===== src/rtl/relu_maxpool3_if.sv =====
// relu_maxpool3_if
//  Bundles the control handshake and both BRAM ports of relu_maxpool3.
//  slave  : the pooling engine (drives busy/done and both BRAM address/enable buses).
//  master : the surrounding system (drives start, returns input-BRAM read data).
//  Signals:
//   start   1-cycle pulse that begins a full pass
//   busy    pass in progress
//   done    pass finished, held until the next accepted start
//   rd_en   input BRAM enable
//   rd_addr input BRAM address
//   rd_data input BRAM read data, valid 1 cycle after rd_en
//   wr_en   output BRAM write strobe
//   wr_addr output BRAM address
//   wr_data pooled ReLU'd sample
interface relu_maxpool3_if #(
  parameter int DATA_WIDTH = 8,
  parameter int IN_ADDR_W  = 13,
  parameter int OUT_ADDR_W = 11
);
  logic                         start;
  logic                         busy;
  logic                         done;
  logic                         rd_en;
  logic [IN_ADDR_W-1:0]         rd_addr;
  logic signed [DATA_WIDTH-1:0] rd_data;
  logic                         wr_en;
  logic [OUT_ADDR_W-1:0]        wr_addr;
  logic signed [DATA_WIDTH-1:0] wr_data;

  modport slave (
    input  start, rd_data,
    output busy, done, rd_en, rd_addr, wr_en, wr_addr, wr_data
  );

  modport master (
    output start, rd_data,
    input  busy, done, rd_en, rd_addr, wr_en, wr_addr, wr_data
  );
endinterface


===== src/rtl/relu_maxpool3.sv =====
// relu_maxpool3
//  Reads a CHANNELS x HEIGHT x WIDTH signed feature map (channel-major) from an
//  external single-port BRAM, applies ReLU + 2x2/stride-2 max pooling and writes
//  the CHANNELS x HEIGHT/2 x WIDTH/2 result to a second external BRAM.
//  Each output takes 6 cycles: 4 READ (one BRAM read each), LAST (collect the
//  4th sample), WRITE.
//  Ports:
//   clk  posedge clock
//   rst  asynchronous active-high reset
//   bus  relu_maxpool3_if.slave: start/busy/done, rd_en/rd_addr/rd_data,
//        wr_en/wr_addr/wr_data
//  All interface outputs come straight from flops.
module relu_maxpool3 #(
  parameter int DATA_WIDTH = 8,
  parameter int CHANNELS   = 128,
  parameter int HEIGHT     = 7,
  parameter int WIDTH      = 8,
  parameter int IN_ADDR_W  = 13,
  parameter int OUT_ADDR_W = 11
) (
  input  logic             clk,
  input  logic             rst,
  relu_maxpool3_if.slave   bus
);

  localparam int OUT_H = HEIGHT / 2;
  localparam int OUT_W = WIDTH / 2;
  localparam int C_W   = (CHANNELS > 1) ? $clog2(CHANNELS) : 1;
  localparam int OY_W  = (OUT_H > 1) ? $clog2(OUT_H) : 1;
  localparam int OX_W  = (OUT_W > 1) ? $clog2(OUT_W) : 1;

  typedef enum logic [2:0] {
    S_IDLE,
    S_READ,
    S_LAST,
    S_WRITE,
    S_DONE
  } state_t;

  state_t                       state_q, state_d;
  logic [C_W-1:0]               c_q, c_d;
  logic [OY_W-1:0]              oy_q, oy_d;
  logic [OX_W-1:0]              ox_q, ox_d;
  logic [1:0]                   k_q, k_d;
  logic signed [DATA_WIDTH-1:0] acc_q, acc_d;
  logic                         busy_q, busy_d;
  logic                         done_q, done_d;
  logic                         rd_en_q, rd_en_d;
  logic [IN_ADDR_W-1:0]         rd_addr_q, rd_addr_d;
  logic                         wr_en_q, wr_en_d;
  logic [OUT_ADDR_W-1:0]        wr_addr_q, wr_addr_d;
  logic signed [DATA_WIDTH-1:0] wr_data_q, wr_data_d;
  logic                         last_pos;

  // k = {dy,dx}, so the input row is {oy,dy} (= 2*oy+dy) and the col {ox,dx}.
  function automatic logic [IN_ADDR_W-1:0] in_addr(
    input logic [C_W-1:0]  c,
    input logic [OY_W-1:0] oy,
    input logic [OX_W-1:0] ox,
    input logic [1:0]      k
  );
    return IN_ADDR_W'(c) * IN_ADDR_W'(HEIGHT * WIDTH)
         + IN_ADDR_W'({oy, k[1]}) * IN_ADDR_W'(WIDTH)
         + IN_ADDR_W'({ox, k[0]});
  endfunction

  function automatic logic [OUT_ADDR_W-1:0] out_addr(
    input logic [C_W-1:0]  c,
    input logic [OY_W-1:0] oy,
    input logic [OX_W-1:0] ox
  );
    return OUT_ADDR_W'(c) * OUT_ADDR_W'(OUT_H * OUT_W)
         + OUT_ADDR_W'(oy) * OUT_ADDR_W'(OUT_W)
         + OUT_ADDR_W'(ox);
  endfunction

  function automatic logic signed [DATA_WIDTH-1:0] smax(
    input logic signed [DATA_WIDTH-1:0] a,
    input logic signed [DATA_WIDTH-1:0] b
  );
    return (a > b) ? a : b;
  endfunction

  assign last_pos = (c_q  == C_W'(CHANNELS - 1)) &&
                    (oy_q == OY_W'(OUT_H - 1))   &&
                    (ox_q == OX_W'(OUT_W - 1));

  always_comb begin
    state_d   = state_q;
    c_d       = c_q;
    oy_d      = oy_q;
    ox_d      = ox_q;
    k_d       = k_q;
    acc_d     = acc_q;
    wr_addr_d = wr_addr_q;
    wr_data_d = wr_data_q;

    case (state_q)
      S_IDLE, S_DONE: begin
        if (bus.start) begin
          state_d   = S_READ;
          c_d       = '0;
          oy_d      = '0;
          ox_d      = '0;
          k_d       = '0;
          acc_d     = '0;
          wr_addr_d = '0;
        end
      end
      S_READ: begin
        // rd_data now holds the sample addressed in the previous READ cycle.
        if (k_q != 2'd0) acc_d = smax(acc_q, bus.rd_data);
        if (k_q == 2'd3) state_d = S_LAST;
        else             k_d     = k_q + 2'd1;
      end
      S_LAST: begin
        acc_d     = smax(acc_q, bus.rd_data);
        wr_data_d = acc_d;
        wr_addr_d = out_addr(c_q, oy_q, ox_q);
        state_d   = S_WRITE;
      end
      S_WRITE: begin
        // acc restarts at 0, which is what folds ReLU into the max.
        acc_d = '0;
        k_d   = '0;
        if (last_pos) begin
          state_d = S_DONE;
        end else begin
          state_d = S_READ;
          if (ox_q == OX_W'(OUT_W - 1)) begin
            ox_d = '0;
            if (oy_q == OY_W'(OUT_H - 1)) begin
              oy_d = '0;
              c_d  = c_q + 1'b1;
            end else begin
              oy_d = oy_q + 1'b1;
            end
          end else begin
            ox_d = ox_q + 1'b1;
          end
        end
      end
      default: state_d = S_IDLE;
    endcase

    // Outputs are decoded from the next state so they can be registered and
    // still line up with the state they belong to.
    busy_d    = (state_d == S_READ) || (state_d == S_LAST) || (state_d == S_WRITE);
    done_d    = (state_d == S_DONE);
    rd_en_d   = (state_d == S_READ);
    wr_en_d   = (state_d == S_WRITE);
    rd_addr_d = rd_en_d ? in_addr(c_d, oy_d, ox_d, k_d) : rd_addr_q;
  end

  always_ff @(posedge clk or posedge rst) begin
    if (rst) begin
      state_q   <= S_IDLE;
      c_q       <= '0;
      oy_q      <= '0;
      ox_q      <= '0;
      k_q       <= '0;
      acc_q     <= '0;
      busy_q    <= 1'b0;
      done_q    <= 1'b0;
      rd_en_q   <= 1'b0;
      rd_addr_q <= '0;
      wr_en_q   <= 1'b0;
      wr_addr_q <= '0;
      wr_data_q <= '0;
    end else begin
      state_q   <= state_d;
      c_q       <= c_d;
      oy_q      <= oy_d;
      ox_q      <= ox_d;
      k_q       <= k_d;
      acc_q     <= acc_d;
      busy_q    <= busy_d;
      done_q    <= done_d;
      rd_en_q   <= rd_en_d;
      rd_addr_q <= rd_addr_d;
      wr_en_q   <= wr_en_d;
      wr_addr_q <= wr_addr_d;
      wr_data_q <= wr_data_d;
    end
  end

  assign bus.busy    = busy_q;
  assign bus.done    = done_q;
  assign bus.rd_en   = rd_en_q;
  assign bus.rd_addr = rd_addr_q;
  assign bus.wr_en   = wr_en_q;
  assign bus.wr_addr = wr_addr_q;
  assign bus.wr_data = wr_data_q;

endmodule


===== src/flat_wrapper.sv =====
// flat-port wrapper written by rule: the top's interface ports become plain ports
module relu_maxpool3_flat 
#(
  parameter int DATA_WIDTH = 8,
  parameter int CHANNELS   = 128,
  parameter int HEIGHT     = 7,
  parameter int WIDTH      = 8,
  parameter int IN_ADDR_W  = 13,
  parameter int OUT_ADDR_W = 11
)
  (clk, rst, bus_start, bus_rd_data, bus_busy, bus_done, bus_rd_en, bus_rd_addr, bus_wr_en, bus_wr_addr, bus_wr_data);
  relu_maxpool3_if #(.DATA_WIDTH(DATA_WIDTH), .IN_ADDR_W(IN_ADDR_W), .OUT_ADDR_W(OUT_ADDR_W)) bus_i ();
  input  logic clk;
  input  logic rst;
  input wire logic [$bits(bus_i.start)-1:0] bus_start;
  input wire logic [$bits(bus_i.rd_data)-1:0] bus_rd_data;
  output wire logic [$bits(bus_i.busy)-1:0] bus_busy;
  output wire logic [$bits(bus_i.done)-1:0] bus_done;
  output wire logic [$bits(bus_i.rd_en)-1:0] bus_rd_en;
  output wire logic [$bits(bus_i.rd_addr)-1:0] bus_rd_addr;
  output wire logic [$bits(bus_i.wr_en)-1:0] bus_wr_en;
  output wire logic [$bits(bus_i.wr_addr)-1:0] bus_wr_addr;
  output wire logic [$bits(bus_i.wr_data)-1:0] bus_wr_data;
  assign bus_i.start = bus_start;
  assign bus_i.rd_data = bus_rd_data;
  assign bus_busy = bus_i.busy;
  assign bus_done = bus_i.done;
  assign bus_rd_en = bus_i.rd_en;
  assign bus_rd_addr = bus_i.rd_addr;
  assign bus_wr_en = bus_i.wr_en;
  assign bus_wr_addr = bus_i.wr_addr;
  assign bus_wr_data = bus_i.wr_data;
  relu_maxpool3 #(.DATA_WIDTH(DATA_WIDTH), .CHANNELS(CHANNELS), .HEIGHT(HEIGHT), .WIDTH(WIDTH), .IN_ADDR_W(IN_ADDR_W), .OUT_ADDR_W(OUT_ADDR_W)) u_core (.clk(clk), .rst(rst), .bus(bus_i));
endmodule

===== config.mk =====
export PLATFORM = sky130hd
export DESIGN_NAME = relu_maxpool3_flat
export DESIGN_NICKNAME = d
export VERILOG_FILES = /design/src/rtl/relu_maxpool3_if.sv /design/src/rtl/relu_maxpool3.sv /design/src/flat_wrapper.sv
export SDC_FILE = /design/constraint.sdc
export NUM_CORES = 1
export LEC_CHECK = 0
export ABC_AREA = 1
export ABC_CLOCK_PERIOD_IN_PS = 3300
export CORE_UTILIZATION = 45
export DETAILED_ROUTE_END_ITERATION = 6
export HOLD_SLACK_MARGIN = 0.06
export PLACE_DENSITY = 0.78
export SLEW_MARGIN = 20
export SYNTH_ARGS = -nofsm -noshare
export SYNTH_HDL_FRONTEND = slang
export SYNTH_SLANG_ARGS = --single-unit

===== constraint.sdc =====
create_clock -name clk -period 3.3 [get_ports clk]
set_input_delay 0.33 -clock clk [delete_from_list [all_inputs] [get_ports clk]]
set_output_delay 0.33 -clock clk [all_outputs]
set_load 0.1 [all_outputs]

---- Word level (Yosys, flattened, before mapping) ----
Cells that the tools add are included.
storage, ports and cells
  word-level logic and storage cells ...... 76
  input bits .............................. 11
  output and inout port bits .............. 36
  register bits after elaboration ......... 60
cells by class
  multipliers ............................. 2
  muxes and demuxes ....................... 27
  reductions and logical operators ........ 11
  magnitude comparators ................... 1
  $add $sub $neg .......................... 8
  equal/unequal tests ..................... 14
operators by type and width
  cell                  number
  $pmux 8 s4            1
  $mux 7                4
  $mux 8                3
  $pmux 11 s2           1
  $mux 2                9
  $pmux 7 s2            1
  $add 13x3->13         1
  $add 13x6->13         1
  $eq 3x2->1 const B    4
  $pmux 3 s4            1
  $add 11x2->11         1
  $add 11x4->11         1
  $mux 11               1
  $mul 7x3->10 const B  1
  $mul 7x2->9 const B   1
  $mux 3                3
  $gt 8x8->1            1
  $pmux 2 s2            2
  $add 7x1->7 const B   1
  $eq 7x7->1 const B    1
  $add 2x1->2 const B   3
  $eq 2x2->1 const B    3
  $eq 3x1->1 const B    2
  $eq 3x3->1 const B    2
  11 further kinds      14

---- Depth between registers and ports, before layout ----
  depth after elaboration ................. 8
  mapped depth ............................ 25
  gate-level depth less buffers ........... 25

---- Worst setup path after synthesis ----
OpenSTA, ideal clock, no wires.
  path kind ............................... register -> register
  start point ............................. register u_core.c_q[0]
  end point ............................... register u_core.rd_addr_q[11], in the netlist u_core.bus.rd_addr[11]
  buffers on the path ..................... 0
  setup time .............................. 120 ps
  cell stages (with the launch flop) ...... 22
  setup slack ............................. -337 ps
  arrival time ............................ 3517 ps
  cells stage by stage .................... dfrtp_1 > ha_1 > nand3_1 > nor2_1 > nor3_2 > inv_1 > nor2_1 > nand2_1 > o21ai_1 > inv_1 > fa_1 > ha_1 > ha_1 > inv_1 > o21ai_0 > nand2_1 > nor2_1 > nand2_1 > nor2_2 > nand3_1 > nand3_1 > nand2_1
on the way
  longest elaborated chain between the ends .. 8
  elaborated cells between the ends (all ways) .. 19
RTL lines
  element                                      RTL line                                   text
  start: declaration                           relu_maxpool3.sv:41                        logic [C_W-1:0] c_q, c_d;
  start signal: assignment                     relu_maxpool3.sv:158                       c_q <= '0;
  start signal: assignment                     relu_maxpool3.sv:172                       c_q <= c_d;
  $add 7x1->7 or $eq 7x7->1 (tied branches)    relu_maxpool3.sv:134, relu_maxpool3.sv:84
  $mux 7 or $logic_and 1x1->1 (tied branches)  relu_maxpool3.sv:132, relu_maxpool3.sv:84
  $mux 7 or $logic_and 1x1->1 (tied branches)  relu_maxpool3.sv:130, relu_maxpool3.sv:85
  $mux 7 *                                     relu_maxpool3.sv:126                       if (last_pos) begin
  $pmux 7 s2 *                                 relu_maxpool3.sv:98                        case (state_q)
  via u_core.c_d[2]                            relu_maxpool3.sv:41
  $mul 7x3->10 *                               relu_maxpool3.sv:62                        return IN_ADDR_W'(c) * IN_ADDR_W'(HEIGHT * WIDTH)
  $add 13x6->13 *                              relu_maxpool3.sv:63                        + IN_ADDR_W'({oy, k[1]}) * IN_ADDR_W'(WIDTH)
  $add 13x3->13 *                              relu_maxpool3.sv:64                        + IN_ADDR_W'({ox, k[0]});
  end signal: assignment                       relu_maxpool3.sv:180                       rd_addr_q <= rd_addr_d;
  end: declaration                             relu_maxpool3.sv:49                        logic [IN_ADDR_W-1:0] rd_addr_q, rd_addr_d;
Mark *: on every way through the listed nets, which the timed path passes. The rest lies on a longest branch.
A chain may end at the register's enable or synchronous reset.

---- Worst setup path in the final report ----
  start point ............................. register u_core.c_q[1]
  end point ............................... register u_core.rd_addr_q[12], in the netlist u_core.bus.rd_addr[12]
on the way
  longest elaborated chain between the ends .. 8
  elaborated cells between the ends (all ways) .. 19
RTL lines
  element                                      RTL line
  $add 7x1->7 or $eq 7x7->1 (tied branches)    relu_maxpool3.sv:134, relu_maxpool3.sv:84
  $mux 7 or $logic_and 1x1->1 (tied branches)  relu_maxpool3.sv:132, relu_maxpool3.sv:84
  $mux 7 or $logic_and 1x1->1 (tied branches)  relu_maxpool3.sv:130, relu_maxpool3.sv:85
  $mux 7                                       relu_maxpool3.sv:126
  $pmux 7 s2 *                                 relu_maxpool3.sv:98
  via u_core.c_d[1]                            relu_maxpool3.sv:41
  $mul 7x3->10 *                               relu_maxpool3.sv:62
  $add 13x6->13 *                              relu_maxpool3.sv:63
  $add 13x3->13 *                              relu_maxpool3.sv:64
Marked as above.

==> results_dict.tcl <==
set metrics [dict create \
    p_sw_share_pct 51.75 \
    r2r_cells 19 \
    relSlewSlack_pct 34.31 \
    final_area_mm2 0.005487 \
    die_w_um 96.74 \
    yosysUniqueCellTypes 37 \
    die-area_mm2 0.009358 \
    wl_per_cell_um 13.33 \
    hold_viol 0 \
    path_max_fanout 4 \
    rsz0062_at_grt "true" \
    yosysMostFrequentCell "nand2_1" \
    drt_first_iter_violations 224 \
    place_inst 726 \
    hold_path.class "in -> async" \
    grt_pass1_vias 3928 \
    synth_top_area_share_pct 37.17 \
    synth_edf_count 0 \
    dp.final_hpwl_um 7312 \
    p_seq_share_pct 27.9 \
    root_buffer "clkbuf_8" \
    core_mm2 0.008721 \
    syn_area_per_cell_um2 7.693 \
    p_int_uw 1786 \
    drc 0 \
    syn_to_final_growth_pct 35.84 \
    die_h_um 96.74 \
    synth_seq_cells 60 \
    diodes 0 \
    wirelength_um 10040 \
    track_usage_pct 22.34 \
    portBuffers 46 \
    fin_nets 691 \
    drv_slew 0 \
    grt_pass1_wl_um 17090 \
    ant_nets 0 \
    synth_fp_nets 576 \
    grt_remaining_overflow 0 \
    finClkSkew_ns 0.01247 \
    leakagePower_uw 0.002778 \
    clk_latency_ns 0.35 \
    clockPowerShare_pct 17.6 \
    vias 3852 \
    crit_type "reg -> reg" \
    clk_pin_slew_ns 0.08 \
    firstDrtPassIters 7 \
    worst-endpoint-required_ns 3.54 \
    ys_top_cells_by_area "dfrtp_1, nand2_1, ha_1, inv_1, nand3_1" \
    fin_tns_setup_ns -0.5384 \
    synth_cells 525 \
    grt_max_degree 30 \
    synth_seq_area_share_pct 37.17 \
    period_minus_slack_ns 3.463 \
    placement.cell_area_mm2 0.005060 \
    hold_slack_ns 0.2548 \
    p_sw_uw 1916 \
    synth_area_mm2 0.004039 \
    fillers 710 \
    dominantRegCellSynth "dfrtp_1" \
    synth_top_area_cell "dfrtp_1" \
    initial_core_util_pct 46.31 \
    powerDensity_mw_per_mm2 674.7 \
    yosysWarnings 0 \
    cp_data_arrival_time_ns 3.71 \
    cap_violations 0 \
    rows 34 \
    peakVddDrop_mv 0.3930 \
    post-route-period-util_pct 104.9 \
    synthTopCellsByCount "nand2_1, inv_1, dfrtp_1, nand3_1, ha_1" \
    startpoint_type "flop" \
    clock_path_buffers 2 \
    fmax_mhz 288.8 \
    pre_cts_ws_ns -0.3683 \
    status "finished with violations" \
    antenna_found_initial 0 \
    cts.htree.levels 3 \
    cts.sinks 60 \
    cts_tree "done" \
    endpoint_kind "flop" \
    holdBufCountCts 0 \
    finalSetupViolations 5 \
    final_cells 753 \
    setup_ws_ns -0.1625 \
    tightest_slew_ns 0.9823 \
    ios 47 \
    failed_checks "negative setup slack" \
    synthArstFlopShare_pct 100.0 \
    finalWeightedCongestion 0.9110 \
    vias_per_cell 5.116 \
    drive_gt1_share_pct 23.26 \
    cts_buffers 9 \
    share_comb_of_total_power_pct 54.5 \
]
## state kept, by name, indices dropped and copies added (netlist names)
signal / cells
u_core.bus.busy: 1
u_core.bus.wr_en: 1
u_core.k_q: 2
u_core.bus.wr_data: 8
u_core.acc_q: 8
u_core.ox_q: 2
u_core.oy_q: 2
u_core.bus.wr_addr: 11
u_core.bus.done: 1
u_core.bus.rd_addr: 13
u_core.bus.rd_en: 1
u_core.c_q: 7
u_core.state_q: 3
## power groups by stage
stage	combinational (uW)	sequential [uW]	clock, uW
after floorplan	812	1760	0
after global placement	1970	1030	0
after detailed placement	2000	1040	0
after CTS	2020	1030	662
after global routing	2170	1050	691
final	2020	1030	653
## cells by family (layout without fill, tap and decap cells)
family / count (synthesis) / count (layout) / share of synthesized area [%]
compound gates: 49 / 49 / 7.590
xor+xnor: 6 / 6 / 1.301
fa+ha+maj: 40 / 40 / 14.25
buf+inv: 90 / 210 / 8.705
flops: 60 / 60 / 37.17
simple gates: 280 / 280 / 30.98
## worst max-delay path, cell delays in order, from the launching register on
cell	delay, ns
dfrtp_1	0.40
ha_2	0.21
nand3_2	0.09
nor2_4	0.05
nor3_4	0.15
inv_2	0.08
nor2_2	0.13
inv_2	0.09
nand3_1	0.13
o21ai_4	0.11
fa_1	0.51
ha_4	0.19
fa_2	0.56
nand2_2	0.08
nor2_4	0.14
nand3_2	0.10
nor2_1	0.11
nand3_1	0.08
nand3_1	0.08
nand2_1	0.05
## repair_timing
action	in CTS	in global routing
buffers inserted	7	4
pin swaps	18	15
resized for setup	31	13
endpoints found under the setup margin	6	7
## through the flow
step                      util [%]  total power (uW)
after floorplan                  -              2567
after global placement       58.02              2999
after detailed placement     58.02              3045
after CTS                    62.14              3709
after global routing         62.91              3917
final                        62.91              3702
## final timing paths
kind / start / endpoint / slack [ns]
min in group clk: u_core.bus.wr_data[7]$_DFFE_PP0P_ / u_core.bus.wr_data[7]$_DFFE_PP0P_ / 0.48
min reg2reg: u_core.bus.wr_data[7]$_DFFE_PP0P_ / u_core.bus.wr_data[7]$_DFFE_PP0P_ / 0.48
max: u_core.c_q[1]$_DFF_PP0_ / u_core.bus.rd_addr[12]$_DFFE_PP0P_ / -0.16
min: rst / u_core.bus.rd_addr[0]$_DFFE_PP0P_ / 0.25
max reg2reg: u_core.c_q[1]$_DFF_PP0_ / u_core.bus.rd_addr[12]$_DFFE_PP0P_ / -0.16
max in group asynchronous: rst / u_core.bus.wr_data[5]$_DFFE_PP0P_ / 2.35
## cell type report
| cell class | instances | area (um2) | share of cell area [%] |
|---|---|---|---|
| clock inverter | 5 | 52.55 | 0.9578 |
| timing repair buffer | 109 | 937.1 | 17.08 |
| clock buffer | 11 | 131.4 | 2.395 |
| sequential | 60 | 1501 | 27.37 |
| tap | 108 | 135.1 | 2.463 |
| inverter | 85 | 319.1 | 5.815 |
| multi-input combinational | 375 | 2410 | 43.92 |
## cells in the final DEF (no fill, tap or decap), drive strengths merged
| cell | netlist | final |
|---|---|---|
| xor2 | 2 | 2 |
| dfrtp | 60 | 60 |
| o21bai | 1 | 1 |
| nand2 | 165 | 165 |
| o21a | 1 | 1 |
| buf | 4 | 63 |
| nor2 | 28 | 28 |
| o21ai | 26 | 26 |
| nand4 | 19 | 19 |
| inv | 84 | 84 |
| bufinv | 0 | 1 |
| xnor2 | 4 | 4 |
| a21oi | 13 | 13 |
| o221ai | 1 | 1 |
| or2 | 2 | 2 |
| a32o | 1 | 1 |
| nor3 | 2 | 2 |
| clkdlybuf4s50 | 0 | 46 |
| nand3 | 62 | 62 |
| clkinv | 1 | 4 |
| nand3b | 2 | 2 |
| o31ai | 2 | 2 |
| o211ai | 1 | 1 |
| clkbuf | 1 | 11 |
| a22oi | 1 | 1 |
| clkinvlp | 0 | 1 |
| ha | 30 | 30 |
| fa | 10 | 10 |
| a22o | 2 | 2 |
## layer usage
metal  wire, um  global-route usage [%]
met4        133                   7.003
met1       4457                   27.34
met5          0                       0
met3        418                   4.118
met2       5026                   39.71
Power figures use the tool's default switching activity.
